<file path="src/rtl/i2s_pkg.sv">
// Shared types and constants for the I2S receiver: FSM state encoding and channel
// select polarity of the word-select line.
package i2s_pkg;

  typedef enum logic [1:0] {
    ST_SYNC,
    ST_LEFT,
    ST_RIGHT
  } i2s_rx_state_t;

  localparam logic CH_LEFT  = 1'b0;
  localparam logic CH_RIGHT = 1'b1;

endpackage

</file>
<file path="src/rtl/i2s_sync_edge.sv">
// Multi-flop synchronizer for one asynchronous I2S pin, followed by a history flop
// so that a synchronized rising edge can be detected in the clk_sys domain.
module i2s_sync_edge #(
  parameter int SYNC_STAGES = 2
) (
  input  logic clk_sys,
  input  logic reset,
  input  logic pin,
  output logic level_s,
  output logic rise
);

  logic [SYNC_STAGES-1:0] sync_q;
  logic                   hist_q;

  // NOTE: sequential state uses non-blocking assignments so every flop samples
  // the pre-edge value of its neighbours, independent of statement order.
  always_ff @(posedge clk_sys) begin
    if (reset) begin
      sync_q <= '0;
      hist_q <= 1'b0;
    end else begin
      sync_q <= {sync_q[SYNC_STAGES-2:0], pin};
      hist_q <= sync_q[SYNC_STAGES-1];
    end
  end

  assign level_s = sync_q[SYNC_STAGES-1];
  assign rise    = level_s & ~hist_q;

endmodule

</file>
<file path="src/rtl/i2s_rx.sv">
// I2S slave receiver: oversamples BCK/LRCK/DATA with clk_sys, deserializes MSB-first
// slots and presents left/right sample pairs with a one-cycle valid pulse.
module i2s_rx
  import i2s_pkg::*;
#(
  parameter int SAMPLE_WIDTH = 16,
  parameter int SYNC_STAGES  = 2
) (
  input  logic                    clk_sys,
  input  logic                    reset,
  input  logic                    i2s_bck,
  input  logic                    i2s_lrck,
  input  logic                    i2s_data,
  output logic [SAMPLE_WIDTH-1:0] left,
  output logic [SAMPLE_WIDTH-1:0] right,
  output logic                    sample_valid,
  output logic                    frame_error
);

  localparam int                CNT_W = $clog2(SAMPLE_WIDTH + 1);
  localparam int                IDX_W = $clog2(SAMPLE_WIDTH);
  localparam logic [CNT_W-1:0]  FULL  = CNT_W'(SAMPLE_WIDTH);

  logic bck_rise;
  logic bck_level_unused;
  logic lrck_s;
  logic lrck_rise_unused;
  logic data_s;
  logic data_rise_unused;

  i2s_sync_edge #(.SYNC_STAGES(SYNC_STAGES)) u_sync_bck (
    .clk_sys (clk_sys),
    .reset   (reset),
    .pin     (i2s_bck),
    .level_s (bck_level_unused),
    .rise    (bck_rise)
  );

  i2s_sync_edge #(.SYNC_STAGES(SYNC_STAGES)) u_sync_lrck (
    .clk_sys (clk_sys),
    .reset   (reset),
    .pin     (i2s_lrck),
    .level_s (lrck_s),
    .rise    (lrck_rise_unused)
  );

  i2s_sync_edge #(.SYNC_STAGES(SYNC_STAGES)) u_sync_data (
    .clk_sys (clk_sys),
    .reset   (reset),
    .pin     (i2s_data),
    .level_s (data_s),
    .rise    (data_rise_unused)
  );

  i2s_rx_state_t           state_q;
  logic [SAMPLE_WIDTH-1:0] sreg_q, sreg_d;
  logic [CNT_W-1:0]        cnt_q, cnt_d;
  logic                    ws_prev_q;
  logic [SAMPLE_WIDTH-1:0] left_hold_q;
  logic [IDX_W-1:0]        bit_idx;
  logic                    slot_close;
  logic                    slot_short;

  // NOTE: every combinational output gets a default first, so no path leaves a
  // variable unassigned and no latch is inferred.
  always_comb begin
    sreg_d  = sreg_q;
    cnt_d   = cnt_q;
    bit_idx = IDX_W'(SAMPLE_WIDTH - 1) - cnt_q[IDX_W-1:0];
    if (cnt_q < FULL) begin
      sreg_d[bit_idx] = data_s;
      cnt_d           = cnt_q + CNT_W'(1);
    end
    slot_close = (lrck_s != ws_prev_q);
    slot_short = (cnt_d < FULL);
  end

  // The bit sampled on a word-select change is the LSB of the closing slot, so the
  // shifted word (sreg_d) is what gets handed to the FSM on a close.
  always_ff @(posedge clk_sys) begin
    if (reset) begin
      state_q      <= ST_SYNC;
      sreg_q       <= '0;
      cnt_q        <= '0;
      ws_prev_q    <= 1'b0;
      left_hold_q  <= '0;
      left         <= '0;
      right        <= '0;
      sample_valid <= 1'b0;
      frame_error  <= 1'b0;
    end else begin
      sample_valid <= 1'b0;
      if (bck_rise) begin
        ws_prev_q <= lrck_s;
        if (slot_close) begin
          sreg_q <= '0;
          cnt_q  <= '0;
          unique case (state_q)
            ST_SYNC: begin
              if (lrck_s == CH_LEFT) state_q <= ST_LEFT;
            end
            ST_LEFT: begin
              left_hold_q <= sreg_d;
              if (slot_short) frame_error <= 1'b1;
              state_q <= ST_RIGHT;
            end
            ST_RIGHT: begin
              left         <= left_hold_q;
              right        <= sreg_d;
              sample_valid <= 1'b1;
              if (slot_short) frame_error <= 1'b1;
              state_q <= ST_LEFT;
            end
            default: state_q <= ST_SYNC;
          endcase
        end else begin
          sreg_q <= sreg_d;
          cnt_q  <= cnt_d;
        end
      end
    end
  end

endmodule

</file>
<file path="config.mk">
export PLATFORM = sky130hd
export DESIGN_NAME = i2s_rx
export DESIGN_NICKNAME = d
export VERILOG_FILES = /design/src/rtl/i2s_pkg.sv /design/src/rtl/i2s_sync_edge.sv /design/src/rtl/i2s_rx.sv
export SDC_FILE = /design/constraint.sdc
export NUM_CORES = 1
export LEC_CHECK = 0
export ABC_AREA = 1
export CAP_MARGIN = 20
export CORE_ASPECT_RATIO = 0.6
export CORE_MARGIN = 1.5
export CORE_UTILIZATION = 59
export CTS_BUF_LIST = sky130_fd_sc_hd__clkbuf_4 sky130_fd_sc_hd__clkbuf_8
export CTS_CLUSTER_DIAMETER = 50
export DETAILED_ROUTE_END_ITERATION = 12
export PLACE_DENSITY = 0.82
export SKIP_CTS_REPAIR_TIMING = 1
export SLEW_MARGIN = 10
export SYNTH_ARGS = -nofsm -noshare
export SYNTH_HDL_FRONTEND = slang
export SYNTH_SLANG_ARGS = --single-unit
</file>
<file path="constraint.sdc">
create_clock -name clk_sys -period 1.6 [get_ports clk_sys]
set_input_delay 0.48 -clock clk_sys [delete_from_list [all_inputs] [get_ports clk_sys]]
set_output_delay 0.48 -clock clk_sys [all_outputs]
set_load 0.02 [all_outputs]
</file>
==> flow_summary.json <==
{
  "synth_cells": 544,
  "gr-total-overflow": 0,
  "rows": 22,
  "maxCapViolations": 0,
  "synth_cell_types": 25,
  "critPathKind": "register to register",
  "worst_pin_slew_ps": 522,
  "clock_path_buffers": 2,
  "drtIter0Drc": 331,
  "start_util_pct": 61.2,
  "synth_top_family_by_area": "simple AND/OR/NAND/NOR gates",
  "seqCellArea_mm2": 0.00162,
  "wl_um": 9210,
  "hold_violations": 0,
  "synth_xor_area_share_pct": 0,
  "endpoint_kind": "register",
  "die-area_mm2": 0.00684,
  "ir_drop_mv": 0.527,
  "synthMuxAreaShare_pct": 0,
  "layout_common_cells": "173 x nand2_1, 79 x inv_1, 79 x dfxtp_1",
  "core_area_mm2": 0.00611,
  "die_w_um": 106,
  "grtUsageTotal_pct": 28.5,
  "worstPathArrival_ps": 1770,
  "grt_max_degree": 36,
  "dr.pass1.iters": 5,
  "htreeDepth": 3,
  "cp-start-kind": "register",
  "yosysSeqAreaShare_pct": 43.4,
  "synth_fp_nets": 557,
  "fin_crit_sh_pct": 95.3,
  "synthesis.yosys.warnings": 0,
  "antenna_found_initial": 0,
  "syn_to_final_growth_pct": 23.4,
  "ant_nets": 0,
  "finClkSkew_ps": 9.05,
  "maxSlewViolCount": 0,
  "synthAdderAreaFrac_pct": 2.68,
  "timing.fmax_ghz": 0.656,
  "whs_ps": 403,
  "clockRootBuffer": "clkbuf_8",
  "p_per_area_mw_per_mm2": 772,
  "syn_area_mm2": 0.00374,
  "numClockSinks": 81,
  "gp_congestion": 0.917,
  "grt_pass1_vias": 3247,
  "layout_commonest_cell": "nand2_1",
  "final_core_util_pct": 75.5,
  "postSynthAreaPerCell_um2": 6.87,
  "io_pins": 39,
  "p_leak_uw": 0.00254,
  "yosysTopAreaCell": "dfxtp_1",
  "final_nets": 607,
  "outcome": "completed",
  "synth_top_area_share_pct": 43.4,
  "clkSlewWorstSetupHoldPaths_ps": 80,
  "min_path_type": "register to register",
  "num_vias": 3545,
  "worstPathRequired_ps": 1840,
  "n_antenna_cell": 0,
  "wl_per_cell_um": 13.5,
  "finalSetupViolCount": 0,
  "portBuffers": 38,
  "crit_fanout": 9,
  "drive_above_1_share_pct": 11.0,
  "die_y_um": 64.7,
  "timing.setup.tns_ps": 0,
  "synth_seq_cells": 81,
  "cts_tree": "done",
  "synth-simple-area-share_pct": 32.9,
  "viasPerCell": 5.20,
  "n_fill_cell": 446,
  "grt_setup_unrepaired": "true",
  "multi_input_area_mm2": 0.00169,
  "synth_compound_gate_area_share_pct": 8.73,
  "place_hpwl_um": 6260,
  "clock_latency_ps": 360,
  "grt_pass1_wl_um": 15200,
  "finalCriticalPeriod_ps": 1520,
  "synthTopCellsByArea": "dfxtp_1 43%, nand2_1 17%, a21oi_1 8.4%, inv_1 7.9%, nand3_1 5.4%",
  "max-slew-margin-rel_pct": 65.2,
  "detail_route.drc_violations": 0,
  "cts_inserted_buffers": 9
}
-- critical path, cell delays in order, from the launching register on --
cell,delay (ps)
dfxtp_1,640
nor2_2,70
buf_4,180
nand2_1,60
nand2_1,80
a21oi_1,320
nor2_1,70
-- power breakdown --
part	internal, uW	switching (uW)	leakage (uW)	total [uW]
Sequential	2030	9.39	0.000655	2040
Clock	604	757	0.0000810	1360
Combinational	48.1	115	0.00180	163
-- synthesized netlist by cell type (all sizes together) --
master	number
inv	83
a31oi	1
ha	8
buf	14
nor3	2
clkbuf	8
clkinv	2
nand4	4
a21oi	63
dfxtp	81
nand2	176
o21ai	1
nand3	43
nor2	58
-- kinds of logic (layout without fill, tap and decap cells) --
logic type,Yosys count,after routing
adders and majority gates,8,8
buffers and inverters,107,161
DFF,81,81
AOI/OAI and AO/OA,65,65
and+or+nand+nor,283,283
-- path summary, 6_finish.rpt --
| kind | cells past startpoint | start | slack [ps] | to |
|---|---|---|---|---|
| min reg2reg | 2 | u_sync_bck.sync_q[0] | 400 | u_sync_bck.sync_q[1] |
| max reg2reg | 6 | cnt_q[4] | 80 | left_hold_q[8] |
| max | 6 | cnt_q[4] | 80 | left_hold_q[8] |
| min | 2 | u_sync_bck.sync_q[0] | 400 | u_sync_bck.sync_q[1] |
-- through the flow --
| step | setup WS [ps] | cells | total power, uW | area, um2 |
|---|---|---|---|---|
| final | 75.0 | 682 | 3560 | 4610 |
| after global routing | -13.1 | 682 | 3670 | 4610 |
| after CTS | -211 | 681 | 3560 | 4480 |
| after detailed placement | 3.27 | 666 | 2240 | 4300 |
| after global placement | 65.7 | 666 | 2230 | 4300 |
| after floorplan | 268 | 544 | 2190 | 3740 |
-- area by class of cell --
cell class,count,share of cell area (%)
multi-input combinational,356,36.7
sequential,81,35.2
timing repair buffer,61,14.9
inverter,85,7.05
clock buffer,10,2.98
tap,84,2.28
clock inverter,5,0.868
-- flip-flops by register name, summed over array words and instances, names as in the netlist, 5 cells and up --
name and flops:
right 16, sreg_q 16, left 16, cnt_q 5, left_hold_q 16
-- per-layer routing --
metal | vias to the layer above | share of wire (%) | GRT usage, %
met5 | - | 0 | 0
met1 | 1610 | 45 | 38.1
met4 | 0 | 1.2 | 7.60
met2 | 153 | 45 | 45.0
li1 | 1764 | - | -
met3 | 18 | 9.6 | 8.85
No activity file was read; power rests on OpenSTA's default activity.
